===== src/rtl/rot_sweep_ctrl.sv =====
// rot_sweep_ctrl: command sequencer wrapped around an external combinational rotator.
// One command (word, direction, step, length) is swept through rotate amounts
// 0, step, 2*step, ... (mod BIT). Each rotator result is registered and emitted as one
// beat of a valid/ready output stream.
// Optional build macro ROT_SWEEP_CNT_EN adds o_cmd_cnt, a saturating count of
// completed commands (handshakes of beats carrying o_last).
module rot_sweep_ctrl #(
    parameter int unsigned BIT = 8,
    parameter int unsigned AW  = $clog2(BIT)
) (
    input  logic           i_clk,
    input  logic           i_rst,
    input  logic           i_valid,
    output logic           o_ready,
    input  logic [BIT-1:0] i_data,
    input  logic           i_left,
    input  logic [AW-1:0]  i_step,
    input  logic [AW-1:0]  i_len,
    output logic [BIT-1:0] o_rot_data,
    output logic           o_rot_left,
    output logic [AW-1:0]  o_rot_amt,
    input  logic [BIT-1:0] i_rot_result,
    output logic           o_valid,
    input  logic           i_ready,
    output logic [BIT-1:0] o_data,
    output logic [AW-1:0]  o_amt,
    output logic           o_last,
`ifdef ROT_SWEEP_CNT_EN
    output logic [15:0]    o_cmd_cnt,
`endif
    output logic           o_busy
);

    typedef enum logic {StIdle, StRun} state_t;

    state_t         state;
    logic [BIT-1:0] cmd_data;
    logic           cmd_left;
    logic [AW-1:0]  cmd_step;
    logic [AW-1:0]  cmd_len;
    logic [AW-1:0]  amt;
    logic [AW-1:0]  idx;
    logic           load;

    // Rotator is driven straight from the command registers and the running amount.
    always_comb begin
        o_rot_data = cmd_data;
        o_rot_left = cmd_left;
        o_rot_amt  = amt;
        o_ready    = (state == StIdle);
        o_busy     = (state == StRun);
        load       = (state == StRun) && (!o_valid || i_ready);
    end

    // Sweep FSM plus output register; a load in the same cycle as a handshake replaces the beat.
    always_ff @(posedge i_clk) begin
        if (i_rst) begin
            state    <= StIdle;
            cmd_data <= '0;
            cmd_left <= 1'b0;
            cmd_step <= '0;
            cmd_len  <= '0;
            amt      <= '0;
            idx      <= '0;
            o_valid  <= 1'b0;
            o_data   <= '0;
            o_amt    <= '0;
            o_last   <= 1'b0;
        end else begin
            if (o_valid && i_ready) begin
                o_valid <= 1'b0;
            end
            unique case (state)
                StIdle: begin
                    if (i_valid) begin
                        cmd_data <= i_data;
                        cmd_left <= i_left;
                        cmd_step <= i_step;
                        cmd_len  <= i_len;
                        amt      <= '0;
                        idx      <= '0;
                        state    <= StRun;
                    end
                end
                StRun: begin
                    if (load) begin
                        o_data  <= i_rot_result;
                        o_amt   <= amt;
                        o_last  <= (idx == cmd_len);
                        o_valid <= 1'b1;
                        // Natural AW-bit wrap gives the modulo-BIT amount.
                        amt     <= amt + cmd_step;
                        idx     <= idx + 1'b1;
                        if (idx == cmd_len) begin
                            state <= StIdle;
                        end
                    end
                end
                default: state <= StIdle;
            endcase
        end
    end

`ifdef ROT_SWEEP_CNT_EN
    // Saturating count of completed commands.
    always_ff @(posedge i_clk) begin
        if (i_rst) begin
            o_cmd_cnt <= '0;
        end else if (o_valid && i_ready && o_last && (o_cmd_cnt != 16'hFFFF)) begin
            o_cmd_cnt <= o_cmd_cnt + 16'd1;
        end
    end
`endif

endmodule


===== config.mk =====
export PLATFORM = sky130hd
export DESIGN_NAME = rot_sweep_ctrl
export DESIGN_NICKNAME = d
export VERILOG_FILES = /design/src/rtl/rot_sweep_ctrl.sv
export SDC_FILE = /design/constraint.sdc
export NUM_CORES = 1
export LEC_CHECK = 0
export ABC_AREA = 1
export CORE_ASPECT_RATIO = 1.2
export CORE_UTILIZATION = 44
export CTS_BUF_LIST = sky130_fd_sc_hd__clkbuf_4
export DETAILED_ROUTE_END_ITERATION = 7
export PLACE_DENSITY = 0.82
export SYNTH_ARGS = -nofsm -noshare
export SYNTH_HDL_FRONTEND = slang
export SYNTH_SLANG_ARGS = --single-unit
export TNS_END_PERCENT = 30

===== constraint.sdc =====
create_clock -name i_clk -period 1.6 [get_ports i_clk]
set_input_delay 0.24 -clock i_clk [delete_from_list [all_inputs] [get_ports i_clk]]
set_output_delay 0.24 -clock i_clk [all_outputs]
set_load 0.03 [all_outputs]

==> impl_metrics.py, run 1 <==
metrics = {
    "synth": {
        "yosysMostFrequentCell": "nor2_1",
        "synth_area_per_cell_um2": 7.79,
        "yosysTopAreaCell": "dfxtp_1",
        "ys_warn_count": 0,
        "syn-instance-count": 177,
        "ys_ff_latch": 35,
        "synth_common_cells": "nor2_1, dfxtp_1, o21ai_0",
        "synth-main-ff-cell": "dfxtp_1",
        "synth.distinct_cells": 21,
        "ys_top_cells_by_area": "dfxtp_1, nor2_1, o21ai_0",
        "synth_nets": 207,
        "synth_top_area_share": 0.508,
        "seq_area_frac_synth": 0.508,
        "synth_edf_count": 0,
        "synth_area_mm2": 0.00138,
        "synthArstFlopShare": 0,
    },
    "clock_tree": {
        "insertion_delay_ns": 0.32,
        "cts_buffers": 5,
        "cts_resized": 14,
        "cts_htree_levels": 2,
        "post_cts_buffers": 0,
        "cts_tree": "done",
        "path_clk_slew_ns": 0.09,
        "clock-root-buffer": "clkbuf_4",
        "hold_buffers": 0,
        "clk_path_buf_depth": 2,
        "cts_num_sinks": 35,
    },
    "detailed_routing": {
        "avgViaCountPerCell": 4.72,
        "drc": 0,
        "vias": 1256,
        "dr.first_iter.drc_count": 23,
        "ant_nets": 0,
        "routed_wl_mm": 2.93,
        "dr.pass1.iters": 4,
        "wl_per_cell_um": 11.0,
    },
    "cells_and_area": {
        "layout.cells.non_filler": 266,
        "nFillCells": 265,
        "multi_input_comb_area_um2": 552,
        "syn2layout_area_growth_pct": 43.2,
        "regArea_um2": 701,
        "final_layout_size_suffix_gt1_frac": 0.0647,
        "nets": 262,
        "diodes": 0,
        "postLayoutCellArea_mm2": 0.00197,
    },
    "floorplan": {
        "start_util": 0.477,
        "core.rowCount": 21,
        "die_w_um": 53.1,
        "die_height_um": 63.3,
        "io_pins": 54,
        "core_area_mm2": 0.00289,
        "dieArea_mm2": 0.00336,
    },
    "critical_path": {
        "cp.arrival_ns": 1.19,
        "start_kind": "register",
        "slowest_delay_ns": 0.41,
        "crit_chain": "inv_2 -> dlygate4sd2_1",
        "path_max_fanout": 4,
        "critical-path-slowest-cell": "dlygate4sd2_1",
        "crit_type": "reg2out",
        "cp_data_required_time_ns": 1.36,
        "crit_path_end_kind": "output port",
    },
    "place": {
        "dpl_cell_area_mm2": 0.00191,
        "dp.cells": 259,
        "gp_congestion": 0.755,
        "portBuffers": 53,
        "hpwlAfterDp_mm": 2.02,
    },
    "pwr": {
        "p_per_area_mw_per_mm2": 941,
        "ir_drop_uv": 879,
        "power_mw": 1.86,
        "pwr-share-clk": 0.222,
        "power_leakage_nw": 1.03,
        "power.switching_mw": 0.569,
        "switching_share": 0.306,
        "power_frac_seq": 0.529,
        "pwr-share-comb": 0.249,
        "p_int_mw": 1.29,
    },
    "timing": {
        "max_slew_margin": 0.780,
        "grt_setup_unrepaired": "no",
        "tns_ns": 0,
        "worst_slew_pin_slew_ns": 0.330,
        "setup_viol_count_final": 0,
        "hold_slack_ns": 0.474,
        "slew_violations": 0,
        "fin_crit_ns": 1.43,
        "skew_ns": 0.00714,
        "fmax_mhz": 699,
        "hold_viol_final": 0,
        "finalCritPeriodShare": 0.894,
    },
    "status": {
        "status": "finished clean",
    },
    "grt": {
        "grt_pass1_wl_mm": 4.79,
        "busiest_layer": "met2",
        "antenna_found_initial": 0,
        "grt_max_degree": 29,
        "grt_util_met3": 0.0628,
        "overflow": 0,
        "grt_pass1_vias": 1168,
        "gr-usage-met2": 0.318,
        "track_usage": 0.195,
        "met1_usage": 0.216,
    },
    "flow_run": {
        "maxCapViolCount": 0,
    },
    "hold_path": {
        "hold_class": "reg2reg",
    },
}
==> worst max-delay path, delay by kind of cell, from the launching register on <==
kind,cells,cell delay [ns]
buffers and inverters,2,0.51
flip-flops,1,0.36
==> layout make-up <==
type,instances,area share
Clock buffer,5,0.0190
Clock inverter,2,0.00444
Inverter,18,0.0368
Multi-Input combinational cell,117,0.279
Sequential cell,35,0.355
Tap cell,34,0.0215
Timing Repair Buffer,55,0.284
==> per-layer routing <==
metal | part of all wire | wire length (um)
met1 | 0.44 | 1290
met2 | 0.48 | 1400
met3 | 0.063 | 185
met4 | 0.020 | 58
met5 | 0 | 0
==> cells in the final DEF (no fill, tap or decap) <==
cell type / count
clkinv_1: 1
dlygate4sd2_1: 14
nor3_1: 1
buf_4: 2
nand2_4: 1
inv_1: 14
nand2_1: 19
dfxtp_1: 35
clkinv_2: 1
fa_1: 1
nor2_1: 42
clkbuf_4: 5
o21ai_1: 1
nand3_1: 5
clkdlybuf4s50_1: 26
o22ai_1: 1
inv_2: 3
nand2_2: 2
clkinv_4: 1
ha_1: 2
nand3b_1: 1
o21ai_0: 27
dlymetal6s2s_1: 13
a21oi_1: 14
==> final timing paths <==
kind,start,endpoint,slack [ns],cells past startpoint
max reg2reg,o_rot_amt[0],o_rot_amt[1],0.19,6
min,cmd_len[2],cmd_len[2],0.47,2
max,o_busy,o_ready,0.17,2
min reg2reg,cmd_len[2],cmd_len[2],0.47,2
==> power groups by stage <==
| stage | combinational, mW | sequential (mW) | clock [mW] |
|---|---|---|---|
| 2_1_floorplan | 0.180 | 1.11 | 0 |
| 3_3_place_gp | 0.483 | 1.00 | 0 |
| 3_5_place_dp | 0.491 | 1.01 | 0 |
| 4_1_cts | 0.472 | 0.985 | 0.436 |
| 5_1_grt | 0.511 | 0.993 | 0.469 |
| 6_report | 0.463 | 0.983 | 0.413 |
==> flip-flops by register name (all words and copies together) (netlist names) <==
name        count
idx             3
o_amt           3
cmd_step        3
o_last          1
o_rot_amt       3
o_rot_left      1
o_busy          1
cmd_len         3
o_data          8
o_valid         1
o_rot_data      8
==> stage by stage <==
| stage | setup slack, ns | util |
|---|---|---|
| after global routing | 0.0662 | 0.683 |
| after global placement | 0.129 | 0.662 |
| after floorplan | 0.0905 | - |
| final | 0.169 | 0.683 |
| after CTS | 0.00331 | 0.672 |
| after detailed placement | 0.0627 | 0.662 |
==> cells by family after synthesis <==
logic type,Yosys count,synth area share
fa+ha+maj,3,0.0327
flops,35,0.508
buf+inv,25,0.0916
compound gates,43,0.157
simple gates,71,0.211
Note: power is estimated with default switching activity, not from simulation.
==> run 2: changes to the inputs <==
--- a/config.mk
+++ b/config.mk
@@ -7,6 +7,7 @@
 export LEC_CHECK = 0
 export ABC_AREA = 1
 export CORE_ASPECT_RATIO = 1.2
+export CORE_MARGIN = 2
 export CORE_UTILIZATION = 44
 export CTS_BUF_LIST = sky130_fd_sc_hd__clkbuf_4
 export DETAILED_ROUTE_END_ITERATION = 7
==> constraint.sdc (replaced) <==
create_clock -name i_clk -period 1.6 [get_ports i_clk]
set_input_delay 0.32 -clock i_clk [delete_from_list [all_inputs] [get_ports i_clk]]
set_output_delay 0.32 -clock i_clk [all_outputs]
set_load 0.03 [all_outputs]
==> run 2 against run 1 <==
Die area rose by 7.0%; wire length barely moved; largest cell class unchanged; power rose by 2.8%; critical path depth did not move; register-to-register slack got worse by 0.02 ns; flip-flop and latch count did not move.
==> impl_metrics.py, run 2 (synthesized netlist as in run 1, its figures left out) <==
metrics = {
    "detailed_routing": {
        "ant_nets": 0,
        "dr.pass1.iters": 4,
        "drc": 0,
        "dr.first_iter.drc_count": 31,
        "avgViaCountPerCell": 4.74,
        "routed_wl_mm": 2.93,
        "wl_per_cell_um": 10.9,
        "vias": 1274,
    },
    "flow_run": {
        "maxCapViolCount": 0,
    },
    "timing": {
        "fin_crit_ns": 1.51,
        "max_slew_margin": 0.786,
        "tns_ns": 0,
        "slew_violations": 0,
        "hold_viol_final": 0,
        "worst_slew_pin_slew_ns": 0.322,
        "fmax_mhz": 663,
        "finalCritPeriodShare": 0.942,
        "skew_ns": 0.00755,
        "setup_viol_count_final": 0,
        "grt_setup_unrepaired": "no",
    },
    "grt": {
        "grt_pass1_wl_mm": 5.10,
        "antenna_found_initial": 0,
        "grt_pass1_vias": 1203,
        "grt_max_degree": 29,
        "overflow": 0,
        "track_usage": 0.196,
    },
    "floorplan": {
        "core.rowCount": 22,
        "die_height_um": 65.3,
        "die_w_um": 55.1,
        "start_util": 0.455,
        "io_pins": 54,
        "core_area_mm2": 0.00303,
        "dieArea_mm2": 0.00360,
    },
    "place": {
        "gp_congestion": 0.763,
        "portBuffers": 53,
        "dp.cells": 261,
        "dpl_cell_area_mm2": 0.00192,
        "hpwlAfterDp_mm": 2.06,
    },
    "status": {
        "status": "finished clean",
    },
    "clock_tree": {
        "clk_path_buf_depth": 2,
        "path_clk_slew_ns": 0.10,
        "hold_buffers": 0,
        "cts_num_sinks": 35,
        "cts_buffers": 5,
        "insertion_delay_ns": 0.33,
        "cts_tree": "done",
        "clock-root-buffer": "clkbuf_4",
        "cts_htree_levels": 2,
    },
    "pwr": {
        "power_leakage_nw": 0.889,
        "power_mw": 1.91,
        "ir_drop_uv": 883,
        "p_per_area_mw_per_mm2": 986,
    },
    "cells_and_area": {
        "layout.cells.non_filler": 269,
        "syn2layout_area_growth_pct": 40.7,
        "final_layout_size_suffix_gt1_frac": 0.0730,
        "diodes": 0,
        "final_cell_mix": "nor2_1, dfxtp_1, o21ai_0, dlygate4sd2_1, clkdlybuf4s50_1",
        "nets": 262,
        "layout_commonest_cell": "nor2_1",
        "postLayoutCellArea_mm2": 0.00194,
        "final_util": 0.640,
    },
    "critical_path": {
        "path_max_fanout": 4,
        "crit_type": "reg2out",
        "cp.arrival_ns": 1.19,
        "crit_chain": "inv_2 -> dlygate4sd2_1",
        "crit_path_end_kind": "output port",
        "cp_data_required_time_ns": 1.28,
        "critical-path-slowest-cell": "dlygate4sd2_1",
        "slowest_delay_ns": 0.40,
        "worst-path-buf-inv": 2,
        "start_kind": "register",
        "cpLargestDelayFamily": "buffers and inverters",
    },
    "hold_path": {
        "hold_class": "reg2reg",
    },
}
[run 2: area by class of cell]
type                            count  area [um2]
Multi-Input combinational cell    117         552
Clock buffer                        7        52.6
Sequential cell                    35         701
Timing Repair Buffer               55         512
Inverter                           18        72.6
Tap cell                           36        45.0
Fill cell                         286        1090
Clock inverter                      1        5.00
[run 2: path summary, 6_finish.rpt]
kind / cells after the start / end / from / slack (ns)
setup / recovery: 2 / o_ready / o_busy / 0.09
hold / removal: 2 / cmd_step[2] / cmd_step[2] / 0.47
setup reg to reg: 6 / o_rot_amt[1] / o_rot_amt[0] / 0.17
hold reg to reg: 2 / cmd_step[2] / cmd_step[2] / 0.47
[run 2: layer usage]
layer | vias up | track usage | share of wire
li1 | 673 | - | -
met4 | 0 | 0.0640 | 0.015
met1 | 563 | 0.220 | 0.43
met5 | - | 0 | 0
met3 | 6 | 0.0750 | 0.068
met2 | 32 | 0.332 | 0.49
[run 2: stage by stage]
step / setup WS (ns) / hold slack, ns
2_1_floorplan: 0.0905 / 0.443
3_3_place_gp: 0.0921 / 0.457
3_5_place_dp: 0.0160 / 0.461
4_1_cts: 0.0893 / 0.478
5_1_grt: 0.0169 / 0.492
6_report: 0.0927 / 0.475
[run 2: worst reg2reg max path: stages (launching register included)]
cell and delay (ns):
dfxtp_1 0.39, ha_1 0.17, inv_1 0.05, fa_1 0.43, o22ai_1 0.20, inv_1 0.06, nor2_1 0.07
[run 2: power by group]
part           internal [mW]  total (mW)  switching [mW]
Sequential             0.944       0.983          0.0389
Combinational          0.175       0.446           0.271
Clock                  0.205       0.483           0.278
Total                   1.32        1.91           0.587
[run 2: repair_timing]
| action | CTS | global route |
|---|---|---|
| setup buffers | 0 | 0 |
| endpoints found under the setup margin | 27 | 0 |
| resized for setup | 27 | 0 |
